**src/rtl/pdp_read_burst_arbiter_pkg.sv**
```systemverilog
// Shared types, default widths and helpers for the PDP RAM read-burst arbiter.
// Arbitration policy is selected by PDP_ARB_ROUND_ROBIN_EN (see pdp_rr_select).
package pdp_arb_pkg;

  typedef enum logic [0:0] {
    IDLE  = 1'b0,
    BURST = 1'b1
  } arb_state_e;

  localparam int DEF_ADDRESS_WIDTH = 16;
  localparam int DEF_DATA_WIDTH    = 8;
  localparam int DEF_REQUESTERS    = 4;
  localparam int DEF_LENGTH_WIDTH  = 8;
  localparam int MAX_REQUESTERS    = 8;
  localparam int IDX_WIDTH         = 3;

  // OR-reduces the set bit positions; exact for a one-hot input.
  function automatic logic [IDX_WIDTH-1:0] onehot_to_index(input logic [MAX_REQUESTERS-1:0] onehot);
    logic [IDX_WIDTH-1:0] idx;
    idx = 3'd0;
    for (int i = 0; i < MAX_REQUESTERS; i++) begin
      if (onehot[i]) begin
        idx = idx | IDX_WIDTH'(i);
      end else begin
        idx = idx;
      end
    end
    return idx;
  endfunction

endpackage

```
**src/rtl/pdp_read_burst_arbiter_if.sv**
```systemverilog
// Client/RAM-side bundle of the read-burst arbiter; slave = arbiter, master = clients + RAM.
interface pdp_read_burst_arbiter_if
  import pdp_arb_pkg::*;
#(
  parameter int ADDRESS_WIDTH = DEF_ADDRESS_WIDTH,
  parameter int DATA_WIDTH    = DEF_DATA_WIDTH,
  parameter int REQUESTERS    = DEF_REQUESTERS,
  parameter int LENGTH_WIDTH  = DEF_LENGTH_WIDTH
);

  logic [REQUESTERS-1:0]               Request_i;
  logic [REQUESTERS*ADDRESS_WIDTH-1:0] Address_i;
  logic [REQUESTERS*LENGTH_WIDTH-1:0]  Length_i;
  logic [DATA_WIDTH-1:0]               RamData_i;
  logic [REQUESTERS-1:0]               Ack_o;
  logic                                RamReadEnable_o;
  logic [ADDRESS_WIDTH-1:0]            RamReadAddress_o;
  logic [DATA_WIDTH-1:0]               Data_o;
  logic [REQUESTERS-1:0]               DataValid_o;
  logic                                Last_o;
  logic                                Busy_o;

  modport slave (
    input  Request_i, Address_i, Length_i, RamData_i,
    output Ack_o, RamReadEnable_o, RamReadAddress_o, Data_o, DataValid_o, Last_o, Busy_o
  );

  modport master (
    output Request_i, Address_i, Length_i, RamData_i,
    input  Ack_o, RamReadEnable_o, RamReadAddress_o, Data_o, DataValid_o, Last_o, Busy_o
  );

endinterface

```
**src/rtl/pdp_read_burst_arbiter_rr_select.sv**
```systemverilog
// Combinational winner select: round-robin from a pointer when PDP_ARB_ROUND_ROBIN_EN
// is defined, otherwise fixed priority with the lowest index winning.
module pdp_rr_select
  import pdp_arb_pkg::*;
#(
  parameter int REQUESTERS = DEF_REQUESTERS
) (
  input  logic [REQUESTERS-1:0] request,
`ifdef PDP_ARB_ROUND_ROBIN_EN
  input  logic [IDX_WIDTH-1:0]  pointer,
`endif
  output logic [REQUESTERS-1:0] grant
);

  logic blocked_s;

`ifdef PDP_ARB_ROUND_ROBIN_EN
  // Rank 0 is the client at the pointer, rising cyclically from there.
  function automatic int rank(input int idx);
    int r;
    r = idx - int'(pointer);
    if (r < 0) begin
      r = r + REQUESTERS;
    end else begin
      r = r;
    end
    return r;
  endfunction
`else
  function automatic int rank(input int idx);
    return idx;
  endfunction
`endif

  // A requester wins when no other requester holds a smaller rank.
  always_comb begin
    grant     = {REQUESTERS{1'b0}};
    blocked_s = 1'b0;
    for (int k = 0; k < REQUESTERS; k++) begin
      blocked_s = 1'b0;
      for (int j = 0; j < REQUESTERS; j++) begin
        if (request[j] && (rank(j) < rank(k))) begin
          blocked_s = 1'b1;
        end else begin
          blocked_s = blocked_s;
        end
      end
      grant[k] = request[k] & ~blocked_s;
    end
  end

endmodule

```
**src/rtl/pdp_read_burst_arbiter.sv**
```systemverilog
// Read-port arbiter for the pseudo-dual-port RAM: one burst at a time, sequential
// addresses wrapping at MEMORY_DEPTH, returned words tagged to the owner. Macro: PDP_ARB_ROUND_ROBIN_EN.
module pdp_read_burst_arbiter
  import pdp_arb_pkg::*;
#(
  parameter int ADDRESS_WIDTH = DEF_ADDRESS_WIDTH,
  parameter int DATA_WIDTH    = DEF_DATA_WIDTH,
  parameter int MEMORY_DEPTH  = 2 ** ADDRESS_WIDTH,
  parameter int REQUESTERS    = DEF_REQUESTERS,
  parameter int LENGTH_WIDTH  = DEF_LENGTH_WIDTH
) (
  input  logic                    ReadClock,
  input  logic                    Reset,
  pdp_read_burst_arbiter_if.slave bus
);

  localparam int                     DEPTH_LAST   = MEMORY_DEPTH - 1;
  localparam logic [ADDRESS_WIDTH:0] DEPTH_W      = MEMORY_DEPTH[ADDRESS_WIDTH:0];
  localparam logic [ADDRESS_WIDTH:0] DEPTH_LAST_W = DEPTH_LAST[ADDRESS_WIDTH:0];
  localparam logic [ADDRESS_WIDTH-1:0] ADDR_ZERO  = {ADDRESS_WIDTH{1'b0}};
  localparam logic [ADDRESS_WIDTH-1:0] ADDR_ONE   = {{(ADDRESS_WIDTH-1){1'b0}}, 1'b1};
  localparam logic [LENGTH_WIDTH-1:0]  LEN_ZERO   = {LENGTH_WIDTH{1'b0}};
  localparam logic [LENGTH_WIDTH-1:0]  LEN_ONE    = {{(LENGTH_WIDTH-1){1'b0}}, 1'b1};
  localparam logic [REQUESTERS-1:0]    REQ_ZERO   = {REQUESTERS{1'b0}};

  arb_state_e               state_r;
  logic [REQUESTERS-1:0]    grant_s;
  logic [REQUESTERS-1:0]    owner_r;
  logic [REQUESTERS-1:0]    ack_r;
  logic [REQUESTERS-1:0]    valid_r;
  logic [ADDRESS_WIDTH-1:0] start_raw_s;
  logic [ADDRESS_WIDTH-1:0] start_s;
  logic [ADDRESS_WIDTH-1:0] addr_r;
  logic [ADDRESS_WIDTH-1:0] addr_next_s;
  logic [LENGTH_WIDTH-1:0]  len_s;
  logic [LENGTH_WIDTH-1:0]  remain_r;
  logic                     issue_last_s;
  logic                     ren_r;
  logic                     busy_r;
  logic                     last_r;
  logic [DATA_WIDTH-1:0]    data_s;

`ifdef PDP_ARB_ROUND_ROBIN_EN
  localparam logic [IDX_WIDTH-1:0] LAST_IDX = IDX_WIDTH'(REQUESTERS - 1);
  logic [IDX_WIDTH-1:0]      ptr_r;
  logic [MAX_REQUESTERS-1:0] grant_ext_s;
  logic [IDX_WIDTH-1:0]      win_idx_s;

  pdp_rr_select #(.REQUESTERS(REQUESTERS)) u_select (
    .request (bus.Request_i),
    .pointer (ptr_r),
    .grant   (grant_s)
  );

  // Winner index, used to advance the round-robin pointer past the granted client.
  always_comb begin
    grant_ext_s                 = {MAX_REQUESTERS{1'b0}};
    grant_ext_s[REQUESTERS-1:0] = grant_s;
    win_idx_s                   = onehot_to_index(grant_ext_s);
  end

  // Pointer moves only when a burst is granted out of IDLE.
  always_ff @(posedge ReadClock or negedge Reset) begin
    if (!Reset) begin
      ptr_r <= 3'd0;
    end else if ((state_r == IDLE) && (grant_s != REQ_ZERO)) begin
      ptr_r <= (win_idx_s == LAST_IDX) ? 3'd0 : (win_idx_s + 3'd1);
    end else begin
      ptr_r <= ptr_r;
    end
  end
`else
  pdp_rr_select #(.REQUESTERS(REQUESTERS)) u_select (
    .request (bus.Request_i),
    .grant   (grant_s)
  );
`endif

  // Winner's start address and length; out-of-range start addresses fold to 0.
  always_comb begin
    start_raw_s = ADDR_ZERO;
    len_s       = LEN_ZERO;
    for (int k = 0; k < REQUESTERS; k++) begin
      if (grant_s[k]) begin
        start_raw_s = bus.Address_i[k*ADDRESS_WIDTH +: ADDRESS_WIDTH];
        len_s       = bus.Length_i[k*LENGTH_WIDTH +: LENGTH_WIDTH];
      end else begin
        start_raw_s = start_raw_s;
        len_s       = len_s;
      end
    end
    if ({1'b0, start_raw_s} >= DEPTH_W) begin
      start_s = ADDR_ZERO;
    end else begin
      start_s = start_raw_s;
    end
  end

  // Next sequential address, wrapping at MEMORY_DEPTH which need not be a power of two.
  always_comb begin
    if ({1'b0, addr_r} == DEPTH_LAST_W) begin
      addr_next_s = ADDR_ZERO;
    end else begin
      addr_next_s = addr_r + ADDR_ONE;
    end
    issue_last_s = (remain_r == LEN_ZERO);
  end

  // Burst FSM with registered grant, enable, address and busy outputs.
  always_ff @(posedge ReadClock or negedge Reset) begin
    if (!Reset) begin
      state_r  <= IDLE;
      ack_r    <= REQ_ZERO;
      owner_r  <= REQ_ZERO;
      ren_r    <= 1'b0;
      busy_r   <= 1'b0;
      addr_r   <= ADDR_ZERO;
      remain_r <= LEN_ZERO;
    end else begin
      case (state_r)
        IDLE: begin
          if (grant_s != REQ_ZERO) begin
            state_r  <= BURST;
            ack_r    <= grant_s;
            owner_r  <= grant_s;
            ren_r    <= 1'b1;
            busy_r   <= 1'b1;
            addr_r   <= start_s;
            remain_r <= len_s;
          end else begin
            ack_r  <= REQ_ZERO;
            ren_r  <= 1'b0;
            busy_r <= 1'b0;
          end
        end
        BURST: begin
          ack_r <= REQ_ZERO;
          if (issue_last_s) begin
            state_r <= IDLE;
            ren_r   <= 1'b0;
            busy_r  <= 1'b0;
          end else begin
            addr_r   <= addr_next_s;
            remain_r <= remain_r - LEN_ONE;
          end
        end
        default: begin
          state_r <= IDLE;
          ack_r   <= REQ_ZERO;
          ren_r   <= 1'b0;
          busy_r  <= 1'b0;
        end
      endcase
    end
  end

  // Issue-side tag delayed one cycle so it lines up with the RAM's registered read data.
  always_ff @(posedge ReadClock or negedge Reset) begin
    if (!Reset) begin
      valid_r <= REQ_ZERO;
      last_r  <= 1'b0;
    end else if (ren_r) begin
      valid_r <= owner_r;
      last_r  <= issue_last_s;
    end else begin
      valid_r <= REQ_ZERO;
      last_r  <= 1'b0;
    end
  end

  assign data_s               = bus.RamData_i;
  assign bus.Data_o           = data_s;
  assign bus.Ack_o            = ack_r;
  assign bus.RamReadEnable_o  = ren_r;
  assign bus.RamReadAddress_o = addr_r;
  assign bus.DataValid_o      = valid_r;
  assign bus.Last_o           = last_r;
  assign bus.Busy_o           = busy_r;

endmodule

```
**src/flat_wrapper.sv**
```systemverilog
// flat-port wrapper written by rule: the top's interface ports become plain ports
module pdp_read_burst_arbiter_flat import pdp_arb_pkg::*;
#(
  parameter int ADDRESS_WIDTH = DEF_ADDRESS_WIDTH,
  parameter int DATA_WIDTH    = DEF_DATA_WIDTH,
  parameter int MEMORY_DEPTH  = 2 ** ADDRESS_WIDTH,
  parameter int REQUESTERS    = DEF_REQUESTERS,
  parameter int LENGTH_WIDTH  = DEF_LENGTH_WIDTH
)
  (ReadClock, Reset, bus_Request_i, bus_Address_i, bus_Length_i, bus_RamData_i, bus_Ack_o, bus_RamReadEnable_o, bus_RamReadAddress_o, bus_Data_o, bus_DataValid_o, bus_Last_o, bus_Busy_o);
  pdp_read_burst_arbiter_if #(.ADDRESS_WIDTH(ADDRESS_WIDTH), .DATA_WIDTH(DATA_WIDTH), .REQUESTERS(REQUESTERS), .LENGTH_WIDTH(LENGTH_WIDTH)) bus_i ();
  input  logic ReadClock;
  input  logic Reset;
  input wire logic [$bits(bus_i.Request_i)-1:0] bus_Request_i;
  input wire logic [$bits(bus_i.Address_i)-1:0] bus_Address_i;
  input wire logic [$bits(bus_i.Length_i)-1:0] bus_Length_i;
  input wire logic [$bits(bus_i.RamData_i)-1:0] bus_RamData_i;
  output wire logic [$bits(bus_i.Ack_o)-1:0] bus_Ack_o;
  output wire logic [$bits(bus_i.RamReadEnable_o)-1:0] bus_RamReadEnable_o;
  output wire logic [$bits(bus_i.RamReadAddress_o)-1:0] bus_RamReadAddress_o;
  output wire logic [$bits(bus_i.Data_o)-1:0] bus_Data_o;
  output wire logic [$bits(bus_i.DataValid_o)-1:0] bus_DataValid_o;
  output wire logic [$bits(bus_i.Last_o)-1:0] bus_Last_o;
  output wire logic [$bits(bus_i.Busy_o)-1:0] bus_Busy_o;
  assign bus_i.Request_i = bus_Request_i;
  assign bus_i.Address_i = bus_Address_i;
  assign bus_i.Length_i = bus_Length_i;
  assign bus_i.RamData_i = bus_RamData_i;
  assign bus_Ack_o = bus_i.Ack_o;
  assign bus_RamReadEnable_o = bus_i.RamReadEnable_o;
  assign bus_RamReadAddress_o = bus_i.RamReadAddress_o;
  assign bus_Data_o = bus_i.Data_o;
  assign bus_DataValid_o = bus_i.DataValid_o;
  assign bus_Last_o = bus_i.Last_o;
  assign bus_Busy_o = bus_i.Busy_o;
  pdp_read_burst_arbiter #(.ADDRESS_WIDTH(ADDRESS_WIDTH), .DATA_WIDTH(DATA_WIDTH), .MEMORY_DEPTH(MEMORY_DEPTH), .REQUESTERS(REQUESTERS), .LENGTH_WIDTH(LENGTH_WIDTH)) u_core (.ReadClock(ReadClock), .Reset(Reset), .bus(bus_i));
endmodule
```
**config.mk**
```make
export PLATFORM = sky130hd
export DESIGN_NAME = pdp_read_burst_arbiter_flat
export DESIGN_NICKNAME = d
export VERILOG_FILES = /design/src/rtl/pdp_read_burst_arbiter_pkg.sv /design/src/rtl/pdp_read_burst_arbiter_if.sv /design/src/rtl/pdp_read_burst_arbiter_rr_select.sv /design/src/rtl/pdp_read_burst_arbiter.sv /design/src/flat_wrapper.sv
export SDC_FILE = /design/constraint.sdc
export NUM_CORES = 1
export LEC_CHECK = 0
export ABC_AREA = 1
export BUFFER_PORTS_ARGS = -buffer_cell sky130_fd_sc_hd__buf_2
export CELL_PAD_IN_SITES_DETAIL_PLACEMENT = 1
export CELL_PAD_IN_SITES_GLOBAL_PLACEMENT = 1
export CORE_UTILIZATION = 31
export DETAILED_ROUTE_END_ITERATION = 10
export MAX_ROUTING_LAYER = met4
export PLACE_DENSITY_LB_ADDON = 0.1
export SYNTH_ARGS = -nofsm -noshare
export SYNTH_HDL_FRONTEND = slang
export SYNTH_SLANG_ARGS = --single-unit
```
**constraint.sdc**
```tcl
create_clock -name ReadClock -period 2.1 [get_ports ReadClock]
set_clock_uncertainty 0.1 [all_clocks]
set_input_delay 0 -clock ReadClock [delete_from_list [all_inputs] [get_ports ReadClock]]
set_output_delay 0 -clock ReadClock [all_outputs]
set_load 0.005 [all_outputs]
```
==> summary.md, run 1 <==
| Metric | Value |
|---|---|
| Worst setup path end | u_core.remain_r[1]$_DFFE_PN0P_ |
| WL per Instance | approximately 14 µm |
| Full die area | 10400 µm² |
| Achievable Freq | a little over 500 MHz |
| Clk buf depth | 2 |
| TritonCTS Buffers | 5 |
| Gr usage total | 22.9% |
| Period utilisation layout | 94.0% |
| RePlAce Congestion | 0.866 |
| Max-slew violation count | 0 |
| Slew @ Worst Pin | 925 ps |
| Setup CP Type | flip-flop to flip-flop |
| Leakage power | ~0.0024 µW |
| Setup TNS | 0 ps |
| Commonest cells after routing, fill and taps aside | nand2_1, buf_2, nor2_1 |
| Fin cells | 782 |
| Worst-path clk slew | 80 ps |
| Clock root buffer | clkbuf_8 |
| Row Count | 36 |
| Synth Area per Inst | 6.16 µm² |
| Reg2Reg Setup Slack | 130 ps |
| Vias | 3631 |
| First DRT Iteration DRCs | 74 |
| H-Tree Level Count | 2 |
| Drt total wl | 10900 µm |
| Leading area contributor after synthesis | dfrtp_1 |
| Final Net Count | about 760 |
| Final setup fails | 0 |
| Commonest non-fill, non-tap cell in the layout | nand2_1 |
| Most used cell along the critical path | nand3_1 |
| First-pass GRT wire length | 17600 µm |
| Synth top area share | 31.6% |
| Syn Nets | between 600 and 700 |
| Top post-synthesis cells by area | dfrtp_1, nand2_1, nor2_1, nand3_1, inv_1 |
| Layout area overhead | 34.7% |
| Final Hold Vio Count | 0 |
| CP startpoint | u_core.state_r$_DFF_PN0_ |
| Tmin final | slightly below 2000 ps |
| Critical Path Start Type | flip-flop |
| DRT Pass-1 Iters | 4 |
| Buffers on Ports | 128 |
| Synth warn | 0 |
| Share of cells above drive strength 1 | 25.9% |
| Pin count of the biggest net entering global routing | 40 |
| HPWL Detailed | 8860 µm |
| Critical path depth in cells | 7 |
| Clk Latency, worst-skew pair | about 290 ps |
| PwrDens | 397 nW/µm² |
| Die width | 102 µm |
| RSZ-0062 raised after global routing | no |
| Hold Path Stages | 5 |
| Hold wc startpoint | bus_Address_i[59] |
| IO Pins | around 150 |
| Starting Density | 31.8% |
| Grt total ovfl | 0 |
| Data required time at the worst endpoint | 2170 ps |
| Slowest CP cell | dlygate4sd3_1 |
| R2R depth | 7 |
| Die span in y | between 100 and 150 µm |
| Core Region | 9730 µm² |
| Outcome | complete, no violations |
| DRC violations left | 0 |
| Delay-heaviest family, CP | buffers and inverters |
| Capture point of the worst reg-to-reg path | u_core.remain_r[1]$_DFFE_PN0P_ |
| VDD IR max | 0.000260 V |
| Hold Crit Class | input pin to flip-flop |
| Sink Count | 39 |
| Worst EP arrival | a little over 2000 ps |
| Crit path buffers/inverters | 4 |
| R2r startpoint | u_core.state_r$_DFF_PN0_ |
| Critical-path cell list | buf_4 -> inv_2 -> buf_6 -> nand3_1 -> dlygate4sd3_1 -> nand3_1 -> o21ai_0 |
| Slowest cell delay on critical path | roughly 560 ps |
| Vias per inst | 4.64 |
| Cell area after synthesis | 3090 µm² |
| Max Cap Viol | 0 |
| Number of synthesized register bits | 39 |
| Slew HR | 38.3% |
| Fill count | 1358 |
| Final antenna-violating net count | 0 |
| Critical path fanouts, max | 23 |
| Antenna Cells | 0 |
| Synth Instances | 502 |
| Initial antenna violation count | 0 |
| Vias in the first global route | 3707 |
| Sequential fraction of the synthesis area | 31.6% |
| CTS tree | yes |
| Netlist cell types | 31 |
| Crit end category | flip-flop |
| Placed Cells | about 750 |
-- where the power goes --
part | leakage [µW] | total (µW) | internal [µW] | switching [µW]
Sequential | 0.000497 | 757 | 754 | 3.06
Combinational | 0.00183 | 261 | 133 | 128
Clock | 0.0000581 | 634 | 354 | 280
Total | 0.00239 | 1650 | 1240 | 411
-- flip-flops by register name (all words and copies together), names as in the netlist --
register / flops
u_core.bus.RamReadAddress_o: 16
u_core.remain_r: 8
u_core.bus.Ack_o: 4
u_core.bus.DataValid_o: 4
u_core.owner_r: 4
u_core.bus.Last_o: 1
u_core.bus.RamReadEnable_o: 1
u_core.state_r: 1
-- cell usage after synthesis --
cell	number
o21ai_0	20
nand4_1	7
xor2_1	3
nor3_4	1
nand3_1	40
inv_2	4
nand2_1	230
nor3_1	2
clkbuf_1	3
dfrtp_1	39
a21oi_1	19
nor2_4	3
nand2_4	2
inv_4	1
nand3_2	1
a31oi_1	1
nand3_4	1
inv_1	37
ha_1	3
or2_2	1
nor2_1	55
nand3b_1	1
o21ai_1	1
o21bai_1	1
buf_2	5
nor2_8	1
buf_6	6
buf_4	11
o21ai_2	1
nand3b_4	1
buf_1	1
-- how the worst min path moves through the flow --
| stage | slack [ps] | end |
|---|---|---|
| 2_1_floorplan | -400 | u_core.bus.Ack_o[0]$_DFF_PN0_ |
| 5_1_grt | 30 | u_core.bus.RamReadAddress_o[11]$_DFFE_PN0P_ |
| 6_report | 10 | u_core.bus.RamReadAddress_o[11]$_DFFE_PN0P_ |
| 4_1_cts | 1 | u_core.bus.RamReadAddress_o[11]$_DFFE_PN0P_ |
| 3_5_place_dp | -100 | bus_Data_o[0] |
| 3_3_place_gp | -100 | bus_Data_o[0] |
-- cell type report --
| cell class | instances | area [µm²] | share of cell area [%] |
|---|---|---|---|
| Multi-Input combinational cell | 395 | 1760 | 42.4 |
| Timing Repair Buffer | 165 | 980 | 23.5 |
| Sequential cell | 39 | 976 | 23.4 |
| Tap cell | 133 | 166 | 4.00 |
| Inverter | 42 | 164 | 3.94 |
| Clock buffer | 5 | 68.8 | 1.65 |
| Clock inverter | 3 | 43.8 | 1.05 |
-- logic make-up (layout without fill, tap and decap cells) --
family	count (synthesis)	in the layout	share of synthesized area, %
AND/OR/NAND/NOR	346	346	47.8
AO/OA/AOI/OAI	43	43	7.21
buffers and inverters	68	215	11.3
flip-flops	39	39	31.6
adder cells (fa/ha/maj)	3	3	1.21
XOR/XNOR	3	3	0.850
-- worst min-delay path, cell delays in order --
cell and delay [ps]:
buf_2 80, nand2_1 50, nand2_1 60, nor2_1 40, a21oi_1 130
-- what timing repair did --
action,in CTS,in global routing
buffers inserted,0,3
endpoints found under the hold margin,60,0
endpoints found under the setup margin,0,1
resized for setup,0,2
hold buffers,23,0
-- stage by stage --
stage / util [%] / cell area [µm²] / total power, µW / worst slack [ps] / hold WS [ps]
after floorplan: - / 3090 / 881 / 525 / -396
after global placement: 39.0 / 3790 / 998 / 333 / -99.9
after detailed placement: 39.0 / 3790 / 1000 / 247 / -99.9
after CTS: 42.5 / 4130 / 1680 / 35.2 / 1.30
after global routing: 42.8 / 4160 / 1730 / 18.0 / 30.9
final: 42.8 / 4160 / 1650 / 126 / 14.4
-- routing by layer --
metal  vias to the layer above  GRT usage (%)  wire length [µm]
met5                         -              -                 0
met3                        16           2.46               356
met4                         0           5.49               182
met2                        95           42.6              5740
met1                      1674           26.1              4640
li1                       1846              -                 -
(Power assumes the default switching activity.)
==> run 2, diff against run 1 <==
--- a/config.mk
+++ b/config.mk
@@ -11,7 +11,6 @@
 export CELL_PAD_IN_SITES_GLOBAL_PLACEMENT = 1
 export CORE_UTILIZATION = 31
 export DETAILED_ROUTE_END_ITERATION = 10
-export MAX_ROUTING_LAYER = met4
 export PLACE_DENSITY_LB_ADDON = 0.1
 export SYNTH_ARGS = -nofsm -noshare
 export SYNTH_HDL_FRONTEND = slang
==> summary.md, run 2 (synthesized netlist as in run 1, its figures left out) <==
| Metric | Value |
|---|---|
| Slew @ Worst Pin | 541 ps (-384 ps) |
| Drt total wl | 11200 µm (+2.6%) |
| CTS tree | yes |
| Final Net Count | 760 (-0.13%) |
| Placed Cells | 747 (-0.13%) |
| Critical path fanouts, max | 15 (-35%) |
| Final antenna-violating net count | 0 (unchanged) |
| Core Region | 9730 µm² (unchanged) |
| Placed cell area | 3780 µm² (-0.20%) |
| Crit end category | flip-flop |
| Max Cap Viol | 0 (unchanged) |
| Critical Path Start Type | flip-flop |
| Clk Latency, worst-skew pair | 300 ps (about the same) |
| DRC violations left | 0 (unchanged) |
| Gr usage total | 22.4% (-0.42 points) |
| Tmin final | 1900 ps (-75.1 ps) |
| Buffers on Ports | 128 (unchanged) |
| Seq. cell area | 976 µm² (unchanged) |
| Grt total ovfl | 0 (unchanged) |
| Commonest cells after routing, fill and taps aside | nand2_1, buf_2, nor2_1 |
| Worst-path clk slew | 80 ps (about the same) |
| Vias per inst | 4.66 (+0.46%) |
| Share of cells above drive strength 1 | 25.6% (-0.27 points) |
| Area of the multi-input gates | 1760 µm² (unchanged) |
| Row Count | 36 (unchanged) |
| Die width | 102 µm (unchanged) |
| Initial antenna violation count | 0 (unchanged) |
| Outcome | complete, but fails checks |
| Starting Density | 31.8% (unchanged) |
| Data required time at the worst endpoint | 2190 ps (+20 ps) |
| RePlAce Congestion | 0.859 (-0.80%) |
| TritonCTS Buffers | 5 (unchanged) |
| H-Tree Level Count | 2 (unchanged) |
| WL per Instance | 14.3 µm (+2.7%) |
| Commonest non-fill, non-tap cell in the layout | nand2_1 |
| Full die area | 10400 µm² (unchanged) |
| Slew HR | 63.8% (+26 points) |
| Antenna Cells | 0 (unchanged) |
| IO Pins | 145 (unchanged) |
| First-pass GRT wire length | 17900 µm (+1.6%) |
| Vias in the first global route | 3656 (-1.4%) |
| First DRT Iteration DRCs | 68 (-8.1%) |
| RSZ-0062 raised after global routing | no |
| PwrDens | 410 nW/µm² (+3.2%) |
| Max reg flops | 16 (unchanged) |
| Period utilisation layout | 90.4% (-3.6 points) |
| Layout area overhead | 34.6% (about the same) |
| Hold Crit Class | input pin to flip-flop |
| Vias | 3643 (+0.33%) |
| Failing checks | hold timing |
| HPWL Detailed | 8760 µm (-1.1%) |
| Worst hold slack | -0.854 ps (-15.2 ps) |
| Setup CP Type | flip-flop to flip-flop |
| Final instance area | 4160 µm² (about the same) |
| Achievable Freq | 527 MHz (+4.0%) |
| Pin count of the biggest net entering global routing | 33 (-18%) |
| Clk buf depth | 2 (unchanged) |
| Fin cells | 781 (-0.13%) |
| Die span in y | 102 µm (unchanged) |
| Max-slew violation count | 0 (unchanged) |
| DRT Pass-1 Iters | 4 (unchanged) |
| Final setup fails | 0 (unchanged) |
| Final Hold Vio Count | 1 (+1) |
| Clock root buffer | clkbuf_8 |
| Sink Count | 39 (unchanged) |
| Leakage power | 0.00239 µW (about the same) |
| VDD IR max | 0.000189 V (-28%) |
| Setup TNS | 0 ps (unchanged) |
| Worst EP arrival | 1990 ps (-50 ps) |
| Fill count | 1362 (+0.29%) |
## run 2: changes by cell type in the layout (fill, tap and decap cells not counted)
cell / delta
buf_6: -1
clkinv_4: -1
clkbuf_8: +1
dlygate4sd3_1: +1
buf_4: -1
## run 2: worst paths after layout
check | from | end | slack [ps] | cells after the start
setup / recovery | u_core.state_r$_DFF_PN0_ | u_core.remain_r[1]$_DFFE_PN0P_ | 200 | 6
hold / removal | bus_Address_i[57] | u_core.bus.RamReadAddress_o[9]$_DFFE_PN0P_ | -0.9 | 5
setup reg to reg | u_core.state_r$_DFF_PN0_ | u_core.remain_r[1]$_DFFE_PN0P_ | 200 | 6
hold reg to reg | u_core.owner_r[3]$_DFFE_PN0P_ | u_core.bus.DataValid_o[3]$_DFF_PN0_ | 370 | 2
max in group asynchronous | Reset | u_core.owner_r[1]$_DFFE_PN0P_ | 1100 | 3
min in group asynchronous | Reset | u_core.bus.RamReadAddress_o[15]$_DFFE_PN0P_ | 190 | 3
## run 2: metal layers
| metal | up-vias | part of all wire (%) | wire length (µm) | track usage (%) |
|---|---|---|---|---|
| li1 | 1845 | - | - | - |
| met1 | 1717 | 43 | 4810 | 26.0 |
| met2 | 73 | 54 | 6030 | 44.5 |
| met3 | 8 | 2.6 | 290 | 2.39 |
| met4 | 0 | 0.65 | 73 | 3.96 |
| met5 | - | 0 | 0 | 0 |
## run 2: critical path, cell delays in order (launching register included)
cell and delay, ps:
dfrtp_1 410, inv_2 230, buf_4 260, nand3_1 90, dlygate4sd3_1 560, nand3_1 70
o21ai_0 70
## run 2: final cells by class
cell class                      count  area share [%]
Multi-Input combinational cell    395            42.4
Inverter                           42            3.94
Timing Repair Buffer              164            23.3
Tap cell                          133            4.00
Clock inverter                      2           0.842
Clock buffer                        6            1.99
Sequential cell                    39            23.5
## run 2: report_power, final
part / total, µW / internal, µW / switching (µW) / leakage, µW
sequential: 757 / 754 / 3.11 / 0.000497
clock: 682 / 385 / 297 / 0.0000612
combinational: 265 / 135 / 130 / 0.00183
## run 2: metrics by stage
stage / setup slack, ps / total power (µW) / hold WS, ps / util, %
6_report: 201 / 1700 / -0.854 / 42.7
4_1_cts: 116 / 1730 / 7.28 / 42.6
2_1_floorplan: 525 / 881 / -396 / -
3_5_place_dp: 282 / 1000 / -253 / 38.9
5_1_grt: 72.7 / 1790 / 26.6 / 42.7
3_3_place_gp: 352 / 999 / -253 / 38.9
## run 2: what timing repair did
| action | CTS | global route |
|---|---|---|
| setup buffers | 0 | 2 |
| endpoints found under the hold margin | 61 | 0 |
| setup endpoints to repair | 0 | 1 |
| gates resized for setup | 0 | 1 |
| hold buffers | 24 | 0 |
